$ cat config.mk
export PLATFORM = sky130hd
export DESIGN_NAME = sweep_monitor
export DESIGN_NICKNAME = d
export VERILOG_FILES = /design/src/rtl/sweep_monitor_pkg.sv /design/src/rtl/sat_counter.sv /design/src/rtl/sweep_monitor.sv
export SDC_FILE = /design/constraint.sdc
export NUM_CORES = 1
export LEC_CHECK = 0
export BUFFER_PORTS_ARGS = -buffer_cell sky130_fd_sc_hd__buf_2
export CAP_MARGIN = 20
export CORE_AREA = 2 2 61 77
export CTS_CLUSTER_SIZE = 28
export DETAILED_ROUTE_END_ITERATION = 10
export DIE_AREA = 0 0 63 79
export PLACE_DENSITY = 0.74
export RECOVER_POWER = 25
export SLEW_MARGIN = 20
export SYNTH_ARGS = -nofsm -noshare
export SYNTH_HDL_FRONTEND = slang
export SYNTH_SLANG_ARGS = --single-unit
$ cat constraint.sdc
create_clock -name clk -period 2.9 [get_ports clk]
set_input_delay 0.145 -clock clk [delete_from_list [all_inputs] [get_ports clk]]
set_output_delay 0.145 -clock clk [all_outputs]
set_load 0.1 [all_outputs]
$ cat src/rtl/sweep_monitor_pkg.sv
// Shared types and constants for the bounce-counter sweep monitor.
//   state_t  : monitor FSM state encoding
//   DIR_UP / DIR_DOWN : meaning of the upstream direction flag
package sweep_monitor_pkg;

  typedef enum logic [1:0] {
    IDLE  = 2'd0,
    UP    = 2'd1,
    DOWN  = 2'd2,
    FAULT = 2'd3
  } state_t;

  localparam logic DIR_UP   = 1'b0;
  localparam logic DIR_DOWN = 1'b1;

endpackage

$ cat src/rtl/sat_counter.sv
// Saturating up-counter with asynchronous active-low reset.
//   clk   : rising-edge clock
//   reset : asynchronous active-low reset (count -> 0)
//   clr   : synchronous clear (count -> 0), highest synchronous priority
//   inc   : count up by one unless already at MAX_VAL
//   zero  : synchronous restart at 0 (priority over inc)
//   q     : current count
module sat_counter #(
  parameter int           W       = 8,
  parameter logic [W-1:0] MAX_VAL = '1
) (
  input  logic         clk,
  input  logic         reset,
  input  logic         clr,
  input  logic         inc,
  input  logic         zero,
  output logic [W-1:0] q
);

  logic [W-1:0] cnt_d, cnt_q;

  always_comb begin
    cnt_d = cnt_q;
    if (clr || zero)
      cnt_d = '0;
    else if (inc && (cnt_q != MAX_VAL))
      cnt_d = cnt_q + 1'b1;
  end

  always_ff @(posedge clk or negedge reset) begin
    if (!reset) cnt_q <= '0;
    else        cnt_q <= cnt_d;
  end

  assign q = cnt_q;

endmodule

$ cat src/rtl/sweep_monitor.sv
// Checks the sample stream of an up/down bounce counter: every step must be
// +-1 in the current direction, or a turnaround at an end point. Reports
// turnarounds, counts completed sweeps, flags faults and indicates lock once
// LOCK_N consecutive legal steps were seen.
//   clk, reset (async active-low), clr (sync clear)
//   smp_valid, cnt_in[W], dir_in      : upstream sample
//   state_o, locked, turn_top, turn_bot, sweep_cnt[CW], err, err_cnt[CW],
//   last_cnt[W]                       : registered status outputs
module sweep_monitor
  import sweep_monitor_pkg::*;
#(
  parameter int W      = 4,
  parameter int CW     = 8,
  parameter int LOCK_N = 4
) (
  input  logic          clk,
  input  logic          reset,
  input  logic          clr,
  input  logic          smp_valid,
  input  logic [W-1:0]  cnt_in,
  input  logic          dir_in,
  output logic [1:0]    state_o,
  output logic          locked,
  output logic          turn_top,
  output logic          turn_bot,
  output logic [CW-1:0] sweep_cnt,
  output logic          err,
  output logic [CW-1:0] err_cnt,
  output logic [W-1:0]  last_cnt
);

  localparam logic [W-1:0]  ONE     = W'(1);
  localparam logic [W-1:0]  MINUS1  = '1;
  localparam logic [W-1:0]  MAXV    = '1;
  localparam logic [CW-1:0] LOCK_CW = CW'(LOCK_N);

  state_t        state_d, state_q;
  logic [W-1:0]  last_cnt_d, last_cnt_q;
  logic          locked_d, locked_q;
  logic          turn_top_d, turn_top_q;
  logic          turn_bot_d, turn_bot_q;
  logic          err_d, err_q;
  logic [CW-1:0] run_cnt, run_next;
  logic [W-1:0]  delta;
  logic          legal, illegal, seed, bot_evt;

  // Modulo-2^W difference, so MAX->0 shows as +1 and 0->MAX as -1.
  assign delta    = cnt_in - last_cnt_q;
  assign run_next = (run_cnt >= LOCK_CW) ? LOCK_CW : run_cnt + 1'b1;

  always_comb begin
    state_d    = state_q;
    last_cnt_d = last_cnt_q;
    locked_d   = locked_q;
    turn_top_d = 1'b0;
    turn_bot_d = 1'b0;
    err_d      = err_q;
    legal      = 1'b0;
    illegal    = 1'b0;
    seed       = 1'b0;
    bot_evt    = 1'b0;
    if (smp_valid) begin
      unique case (state_q)
        IDLE, FAULT: begin
          seed       = 1'b1;
          last_cnt_d = cnt_in;
          state_d    = (dir_in == DIR_DOWN) ? DOWN : UP;
        end
        UP: begin
          if (delta == ONE && last_cnt_q != MAXV) begin
            legal = 1'b1;
          end else if (last_cnt_q == MAXV && delta == MINUS1) begin
            legal      = 1'b1;
            turn_top_d = 1'b1;
            state_d    = DOWN;
          end else begin
            illegal = 1'b1;
          end
        end
        DOWN: begin
          if (delta == MINUS1 && last_cnt_q != '0) begin
            legal = 1'b1;
          end else if (last_cnt_q == '0 && delta == ONE) begin
            legal      = 1'b1;
            turn_bot_d = 1'b1;
            bot_evt    = 1'b1;
            state_d    = UP;
          end else begin
            illegal = 1'b1;
          end
        end
        default: state_d = IDLE;
      endcase
      if (legal) begin
        last_cnt_d = cnt_in;
        locked_d   = (run_next == LOCK_CW);
      end
      if (illegal) begin
        state_d    = FAULT;
        err_d      = 1'b1;
        locked_d   = 1'b0;
        last_cnt_d = cnt_in;
      end
    end
    if (clr) begin
      state_d    = IDLE;
      last_cnt_d = '0;
      locked_d   = 1'b0;
      turn_top_d = 1'b0;
      turn_bot_d = 1'b0;
      err_d      = 1'b0;
    end
  end

  always_ff @(posedge clk or negedge reset) begin
    if (!reset) begin
      state_q    <= IDLE;
      last_cnt_q <= '0;
      locked_q   <= 1'b0;
      turn_top_q <= 1'b0;
      turn_bot_q <= 1'b0;
      err_q      <= 1'b0;
    end else begin
      state_q    <= state_d;
      last_cnt_q <= last_cnt_d;
      locked_q   <= locked_d;
      turn_top_q <= turn_top_d;
      turn_bot_q <= turn_bot_d;
      err_q      <= err_d;
    end
  end

  sat_counter #(.W(CW)) u_sweep_cnt (
    .clk(clk), .reset(reset), .clr(clr), .inc(bot_evt), .zero(1'b0), .q(sweep_cnt)
  );

  sat_counter #(.W(CW)) u_err_cnt (
    .clk(clk), .reset(reset), .clr(clr), .inc(illegal), .zero(1'b0), .q(err_cnt)
  );

  // Consecutive legal steps, parked at LOCK_N once lock is reached.
  sat_counter #(.W(CW), .MAX_VAL(LOCK_CW)) u_run_cnt (
    .clk(clk), .reset(reset), .clr(clr), .inc(legal), .zero(illegal | seed), .q(run_cnt)
  );

  assign state_o  = state_q;
  assign locked   = locked_q;
  assign turn_top = turn_top_q;
  assign turn_bot = turn_bot_q;
  assign err      = err_q;
  assign last_cnt = last_cnt_q;

endmodule

# ---- Word-level counts from Yosys, hierarchy flattened
# Cells that the tools add are included.
dict set report totals {
  reg_bits 34
}
dict set report classes {
  add_sub_neg 4
  order_cmp 1
  eq_ne 15
  mux 52
  bitwise_logic 1
  reduce_logical 23
}
# operator n
set op_table {}
lappend op_table {{8-bit two-way mux} 7}
lappend op_table {{1-bit two-way mux} 29}
lappend op_table {{8-bit by 1-bit adder with 8-bit output, second input constant} 3}
lappend op_table {{4-bit two-way mux} 5}
lappend op_table {{4-bit inequality test, second input constant} 5}
lappend op_table {{2-bit two-way mux} 8}
lappend op_table {{8-bit inequality test, second input constant} 2}
lappend op_table {{2-bit nonzero test} 5}
lappend op_table {{4-bit equality test, second input constant} 2}
lappend op_table {{8-bit by 3-bit equality test with 1-bit output, second input constant} 1}
lappend op_table {{8-bit by 3-bit greater-or-equal comparator with 1-bit output, second input constant} 1}
lappend op_table {{8-bit by 3-bit inequality test with 1-bit output, second input constant} 1}
lappend op_table {{4-bit nonzero test} 2}
lappend op_table {{1-bit logical AND} 7}
lappend op_table {{2-bit case mux with 3 select lines} 1}
lappend op_table {{2-bit AND reduction} 3}
lappend op_table {{5-bit AND reduction} 1}
lappend op_table {{2-bit equality test, second input constant} 2}
lappend op_table {{4-bit by 1-bit equality test with 1-bit output, second input constant} 1}
lappend op_table {{4-bit zero test} 1}
lappend op_table {{1-bit case mux with 2 select lines} 2}
lappend op_table {{4-bit subtractor} 1}
lappend op_table {{3-bit nonzero test} 1}
lappend op_table {{2-bit by 1-bit equality test with 1-bit output, second input constant} 1}
lappend op_table {{other kinds (4)} 4}

# ---- Longest topological paths before layout
# Gate-level depths: netlist of the first run.
dict set report depth {
  word_depth 11
  ltp_mapped 12
  mapped_depth_nobuf 11
}

# ---- Cells and area by module
# A second synthesis of the first run with hierarchy kept.
dict set report unflattened {
  cells_unflattened 236
  area_unflattened_um2 2269.7
}
# module n_inst cells_per_inst area_per_inst_um2 seq_area_each_um2
set modules_own_cells {}
lappend modules_own_cells {sweep_monitor 1 99 922.1 250.2}
lappend modules_own_cells {{sat_counter (u_err_cnt ...)} 2 43 436.7 200.2}
lappend modules_own_cells {{sat_counter (u_run_cnt)} 1 51 474.2 200.2}

# ---- Worst setup path before layout of the first run
# OpenSTA, ideal clock, no wires.
dict set report synth_timing {
  path_type {reg-to-reg}
  from {reg last_cnt_q[0] (netlist: last_cnt[0])}
  to {reg u_run_cnt.cnt_q[7] (netlist: u_run_cnt.q[7])}
  setup_time_ps 78
  arrival_ps 3489
  path_slack_ps -667
  stages_incl_launch_ff 11
  path_buffers 0
  period_less_slack_ps 3567
  path_cell_list {dfrtp_1 > ha_1 > inv_1 > fa_1 > nor2b_1 > nand2_1 > or4_4 > a21o_1 > and2_4 > or4_1 > a21oi_1}
}
dict set report synth_via {
  elab_chain_len 11
  word_cells_on_any_way 30
  cone_classes {add/sub (1); eq/ne (4); mux (15); bitwise (1); reduce/logical (9)}
}
# item line
set synth_lines {}
lappend synth_lines {{start, declared} sweep_monitor.sv:38} ;# logic [W-1:0] last_cnt_d, last_cnt_q;
lappend synth_lines {{start signal, assigned} sweep_monitor.sv:125} ;# last_cnt_q <= last_cnt_d;
lappend synth_lines {{4-bit subtractor} sweep_monitor.sv:48} ;# assign delta = cnt_in - last_cnt_q;
lappend synth_lines {{4-bit by 1-bit equality test with 1-bit output or 4-bit equality test (tied branches)} --}
lappend synth_lines {{1-bit logical AND (on tied branches)} {sweep_monitor.sv:83, sweep_monitor.sv:72}}
lappend synth_lines {{1-bit two-way mux (on tied branches)} {sweep_monitor.sv:83, sweep_monitor.sv:72}}
lappend synth_lines {{1-bit two-way mux (on tied branches)} {sweep_monitor.sv:81, sweep_monitor.sv:70}}
lappend synth_lines {{1-bit case mux with 2 select lines} sweep_monitor.sv:63} ;# unique case (state_q)
lappend synth_lines {{1-bit two-way mux (2 in series)} sweep_monitor.sv:62} ;# if (smp_valid) begin
lappend synth_lines {{1-bit OR} sweep_monitor.sv:143} ;# .clk(clk), .reset(reset), .clr(clr), .inc(legal), .zero(illegal | seed), .q(run_cnt)
lappend synth_lines {{1-bit logical OR} sat_counter.sv:24} ;# if (clr || zero)
lappend synth_lines {{8-bit two-way mux or 2-bit nonzero test (tied branches)} --}
lappend synth_lines {{end signal, assigned} sat_counter.sv:32} ;# else cnt_q <= cnt_d;
lappend synth_lines {{end, declared} sat_counter.sv:20} ;# logic [W-1:0] cnt_d, cnt_q;
# Parallel ways exist; a longest one is shown, timed or not. The select of a mux whose other input is x is not followed.
# A chain may end at the register's enable or synchronous reset.

# ---- Final worst setup path of the first run
# Ends and elaborated chain as after synthesis.

==> flow_summary.json, run 1 <==
{
  "slew_viol_final": 35,
  "yosysTopAreaCellShare": 0.405,
  "finalInstanceArea_um2": 2640,
  "drive_gt1_frac": 0.302,
  "setup-violations-final": 0,
  "syn_area_um2": 2100,
  "cp-start-kind": "register",
  "worstSetupEndpointType": "register",
  "grt-ovfl-total": 0,
  "fin_cells": 339,
  "place_area_um2": 2430,
  "grt_pass1_wl_mm": 8.33,
  "drv_cap": 1,
  "worst_path_largest_cell_delay_ns": 0.50,
  "drt-total-wl_mm": 4.98,
  "antenna_found_initial": 0,
  "hold_class": "in -> reg",
  "crit_required_ns": 3.11,
  "async_flop_share": 1.00,
  "hold_violations": 0,
  "syn_nets": 249,
  "final.setup_skew_ns": 0.00666,
  "leakage_nw": 1.19,
  "cts.clk_slew.worst_paths_ns": 0.06,
  "start_util": 0.490,
  "status": "finished with violations",
  "synth_area_leaders": "dfrtp_1, xnor2_1, nor2_1",
  "grt_pass1_vias": 1813,
  "power_mw": 1.62,
  "drc": 0,
  "grt_use_total": 0.211,
  "critical_path.top_delay_family": "simple AND/OR/NAND/NOR gates",
  "final_common_cell": "buf_2",
  "nets": 301,
  "timing.fmax_mhz": 350,
  "die_w_um": 63,
  "ys_seq_area_frac": 0.405,
  "synth-seq-cells": 34,
  "wire_per_inst_um": 14.7,
  "drt-initial-drc-count": 84,
  "io_pins": 35,
  "dpl.cell_count": 326,
  "path_max_fanout": 4,
  "num_antenna_cells": 0,
  "synthDistinctLibCells": 48,
  "htree_levels": 2,
  "die_y_um": 79,
  "mostFrequentLayoutCells": "buf_2, nor2_1, dfrtp_1",
  "worst_slew_pin_slew_ns": 1.88,
  "yosysWarningCount": 0,
  "clk_latency_ns": 0.29,
  "syn_inst": 230,
  "cts_sinks": 34,
  "hpwlAfterDp_mm": 3.44,
  "drtPass1Iterations": 4,
  "period_minus_slack_ns": 2.86,
  "yosysTopAreaCell": "dfrtp_1",
  "violations": "max-capacitance violations, max-slew violations",
  "viasPerCell": 5.56,
  "relSlewSlack": -0.251,
  "io_buffers": 34,
  "path_common_cell": "or4_4",
  "critPathKind": "reg -> reg",
  "avgSynthCellArea_um2": 9.14,
  "power.density_nw_per_um2": 614,
  "numCtsBuffers": 5,
  "syn2layout_area_growth_pct": 25.5,
  "ant_nets": 0,
  "cp_slowest_cell": "fa_1",
  "core_area_um2": 4290,
  "die_area_um2": 4980,
  "cts_max_path_buffers": 2,
  "path_cells": "ha_4, inv_2, fa_1, nor2b_4, nand2_2, or4_4, a21o_1, and2_4, or4_4, a21oi_2",
  "worst-path-buf-inv": 1,
  "synth_edf_count": 0,
  "grt_max_degree": 35,
  "period_share": 0.986,
  "root_buffer": "clkbuf_8",
  "gp_congestion": 0.876,
  "timing.hold.ws_ns": 0.139,
  "synth_flop_cell": "dfrtp_1",
  "rows": 27,
  "cts_tree": "yes",
  "dr_total_vias": 1886,
  "rsz0062_at_grt": "true",
  "ir_drop_mv": 0.281,
  "crit_arrival_ns": 3.07
}
cell type report:
cell class,count,area (µm²)
well taps,58,72.6
flip-flops and latches,34,860
multi-input cells,179,1280
inverters,11,41.3
fillers,384,1650
repair buffers,51,299
clock buffers,6,82.6
cells in the mapped netlist (2+ instances only):
master     instances
a211oi_1           4
xor2_1             7
nor4_1             3
nor2b_1            4
a2111oi_0          4
inv_1             11
or4_1              2
or3_2              2
clkbuf_1           5
nand4_1            5
nor3_1             2
nand3b_1           4
nand3_1            9
nor2_1            32
mux2_2             2
o31ai_1            2
dfrtp_1           34
o21ai_0            8
ha_1               9
a21oi_1           13
mux2i_1            6
xnor2_1           14
nand2b_1           2
nand2_1           16
and3_1             7
stage by stage:
step / TNS, ns / util / setup WS [ns]
floorplan: -0.406 / - / -0.189
global placement: 0 / 0.567 / 0.0522
detailed placement: -0.0620 / 0.567 / -0.0620
CTS: 0 / 0.596 / 0.0212
global route: -0.227 / 0.615 / -0.0663
finish: 0 / 0.615 / 0.0396
cells by family after synthesis:
group                      share of synthesized area
AOI/OAI and AO/OA                              0.136
buffers and inverters                         0.0309
muxes                                         0.0393
xor gates and xnor gates                      0.0874
adders and majority gates                     0.0631
and+or+nand+nor                                0.239
DFF                                            0.405
worst paths after layout:
| path | to | cells past startpoint | start | slack [ns] |
|---|---|---|---|---|
| max in group asynchronous | last_cnt[0] | 2 | reset | 0.65 |
| min in group asynchronous | u_run_cnt.q[5] | 2 | reset | 0.91 |
| worst max-delay path | u_run_cnt.q[7] | 10 | last_cnt[0] | 0.04 |
| worst min-delay path | last_cnt[2] | 3 | cnt_in[2] | 0.14 |
| worst max register to register | u_run_cnt.q[7] | 10 | last_cnt[0] | 0.04 |
| worst min register to register | err | 2 | err | 0.52 |
worst register-to-register path, stage by stage, from the launching register on:
cell	delay, ns
dfrtp_4	0.42
ha_4	0.13
inv_2	0.03
fa_1	0.50
nor2b_4	0.16
nand2_2	0.07
or4_4	0.50
a21o_1	0.22
and2_4	0.18
or4_4	0.42
a21oi_2	0.15
timing repair:
item | 4_1_cts | 5_1_grt
hold buffers | 1 | 0
pin swaps | 3 | 8
setup buffers | 3 | 3
resized for setup | 3 | 16
hold endpoints to repair | 34 | 0
endpoints found under the setup margin | 1 | 19
metal layers:
metal / GRT usage / part of all wire / up-vias
li1: - / - / 920
met1: 0.248 / 0.42 / 923
met2: 0.385 / 0.53 / 36
met3: 0.0411 / 0.032 / 7
met4: 0.0667 / 0.017 / 0
met5: 0 / 0 / -
report_power, final:
part / internal [mW] / switching [mW]
Clock: 0.183 / 0.156
Combinational: 0.232 / 0.509
Sequential: 0.509 / 0.0314
Total: 0.923 / 0.696
sequential cells by signal, indices dropped and copies added, names as in the netlist:
register       flops
locked             1
turn_top           1
err                1
turn_bot           1
u_sweep_cnt.q      8
u_err_cnt.q        8
last_cnt           4
u_run_cnt.q        8
state_o            2
Note: power is estimated with default switching activity, not from simulation.
==> inputs of run 2 (changes only) <==
==> constraint.sdc (replaced) <==
create_clock -name clk -period 2.9 [get_ports clk]
set_input_delay 0 -clock clk [delete_from_list [all_inputs] [get_ports clk]]
set_output_delay 0 -clock clk [all_outputs]
set_load 0.1 [all_outputs]
==> run 2 against run 1 <==
Effect of this change:
- routed wire length is 6.0% lower
- highest routed layer unchanged
- fmax is 2.7% higher
- die area stayed put
- count of clock-buffer cells in the layout is 1 higher
- hold slack worse by 0.15 ns
- core utilization is 0.64 points lower
- clock power is 6% higher
- first-iteration DRC count is 7.1% lower
- sequential cell count stayed put
- sequential share of layout area is 0.34 points higher
- register-to-register slack better by 0.08 ns
- the run ends with negative hold slack, max-capacitance violations, max-slew violations left
- clock skew is 0.0011 ns lower
==> flow_summary.json, run 2 (synthesis results as in run 1) <==
{
  "htree_levels": 2,
  "final_common_cell": "buf_2",
  "dpl.cell_count": 328,
  "leakage_nw": 1.19,
  "path_max_fanout": 6,
  "cts_max_path_buffers": 2,
  "p_sw_mw": 0.693,
  "wl_met1_mm": 2.08,
  "hold_violations": 1,
  "cts_tree": "yes",
  "root_buffer": "clkbuf_8",
  "drive_gt1_frac": 0.281,
  "drt-total-wl_mm": 4.68,
  "cts.clk_slew.worst_paths_ns": 0.07,
  "rsz0062_at_grt": "true",
  "met2_length_mm": 2.38,
  "timing.hold.ws_ns": -0.00971,
  "power.density_nw_per_um2": 624,
  "cp-start-kind": "register",
  "grt_pass1_wl_mm": 7.89,
  "wire_per_inst_um": 13.8,
  "die_w_um": 63,
  "io_buffers": 34,
  "hpwlAfterDp_mm": 3.40,
  "p_int_mw": 0.936,
  "fin_cells": 339,
  "grt_pass1_vias": 1780,
  "dr_total_vias": 1882,
  "die_area_um2": 4980,
  "hold_class": "in -> reg",
  "violations": "negative hold slack, max-capacitance violations, max-slew violations",
  "gp_congestion": 0.865,
  "num_antenna_cells": 0,
  "worstSetupEndpointType": "register",
  "die_y_um": 79,
  "slew_viol_final": 35,
  "grt-ovfl-total": 0,
  "setup-violations-final": 0,
  "combPwrFrac": 0.448,
  "ir_drop_mv": 0.321,
  "layout_setup_ws_ns": 0.116,
  "pre_cts_ws_ns": -0.0188,
  "antenna_found_initial": 0,
  "numCtsBuffers": 5,
  "wl_met3_um": 126,
  "crit_required_ns": 3.12,
  "period_share": 0.960,
  "setup_tns_ns": 0,
  "drtPass1Iterations": 4,
  "syn2layout_area_growth_pct": 24.2,
  "grt_max_degree": 35,
  "critPathKind": "reg -> reg",
  "status": "finished with violations",
  "nets": 299,
  "io_pins": 35,
  "viasPerCell": 5.55,
  "routed.top_layer": "met4",
  "grt_use_total": 0.200,
  "rows": 27,
  "cts_sinks": 34,
  "drv_cap": 1,
  "drt-initial-drc-count": 78,
  "p_clk_frac": 0.219,
  "crit_arrival_ns": 3.00,
  "timing.fmax_mhz": 359,
  "core_area_um2": 4290,
  "mostFrequentLayoutCells": "buf_2, nor2_1, dfrtp_1",
  "p_sw_frac": 0.425,
  "clk_latency_ns": 0.28,
  "final.setup_skew_ns": 0.00558,
  "drc": 0,
  "ant_nets": 0,
  "period_minus_slack_ns": 2.78,
  "start_util": 0.490,
  "power_frac_seq": 0.332,
  "worst_slew_pin_slew_ns": 1.85,
  "relSlewSlack": -0.232
}
==> run 2: cell types whose count changed in the layout (fill, tap and decap cells not counted), sizes merged <==
cell | previous run | this run
buf | 49 | 46
clkbuf | 7 | 8
clkinv | 0 | 1
dlygate4sd3 | 1 | 2
==> run 2: metal layers <==
| layer | global-route usage | vias to the layer above |
|---|---|---|
| met1 | 0.245 | 917 |
| met4 | 0.0956 | 0 |
| met5 | 0 | - |
| met3 | 0.0382 | 10 |
| li1 | - | 922 |
| met2 | 0.337 | 33 |
==> run 2: critical path, stage by stage, from the launching register on <==
cell	delay [ns]
dfrtp_4	0.42
ha_4	0.13
inv_2	0.03
fa_1	0.52
nor2b_4	0.16
nand2_2	0.06
or4_4	0.44
a21o_1	0.23
and2_4	0.19
or4_4	0.41
a21oi_2	0.12
==> run 2: path summary, 6_finish.rpt <==
check | start | depth (start not counted) | slack, ns | endpoint
max | last_cnt[0] | 10 | 0.12 | u_run_cnt.q[7]
min | cnt_in[2] | 3 | -0.01 | last_cnt[2]
max in group asynchronous | reset | 2 | 0.84 | last_cnt[1]
max reg2reg | last_cnt[0] | 10 | 0.12 | u_run_cnt.q[7]
min in group asynchronous | reset | 2 | 0.76 | u_run_cnt.q[4]
min reg2reg | err | 2 | 0.53 | err
==> run 2: final cells by class <==
| class | count | area (µm²) |
|---|---|---|
| Timing Repair Buffer | 49 | 287 |
| Multi-Input combinational cell | 179 | 1260 |
| Inverter | 11 | 41.3 |
| Tap cell | 58 | 72.6 |
| Clock inverter | 1 | 5.00 |
| Fill cell | 383 | 1680 |
| Sequential cell | 34 | 860 |
| Clock buffer | 7 | 86.3 |
==> run 2: stage by stage <==
step | total power [mW] | cell area (µm²) | utilization | hold WS, ns
after global routing | 1.72 | 2610 | 0.609 | 0.0110
after CTS | 1.63 | 2570 | 0.598 | 0.00239
after global placement | 1.25 | 2450 | 0.571 | 0.127
after detailed placement | 1.26 | 2450 | 0.571 | 0.124
final | 1.63 | 2610 | 0.609 | -0.00971
after floorplan | 1.06 | 2140 | - | -0.296
==> run 2: power groups by stage <==
stage	logic, mW	registers, mW	clock network, mW
3_5_place_dp	0.711	0.551	0
6_report	0.730	0.541	0.357
5_1_grt	0.787	0.548	0.390
2_1_floorplan	0.301	0.764	0
4_1_cts	0.716	0.542	0.367
3_3_place_gp	0.704	0.549	0
==> run 2: what timing repair did <==
action	in CTS	in global routing
pin swaps	0	7
endpoints found under the hold margin	35	0
hold buffers	2	0
gates resized for setup	0	15
endpoints found under the setup margin	2	7
buffers inserted	1	0
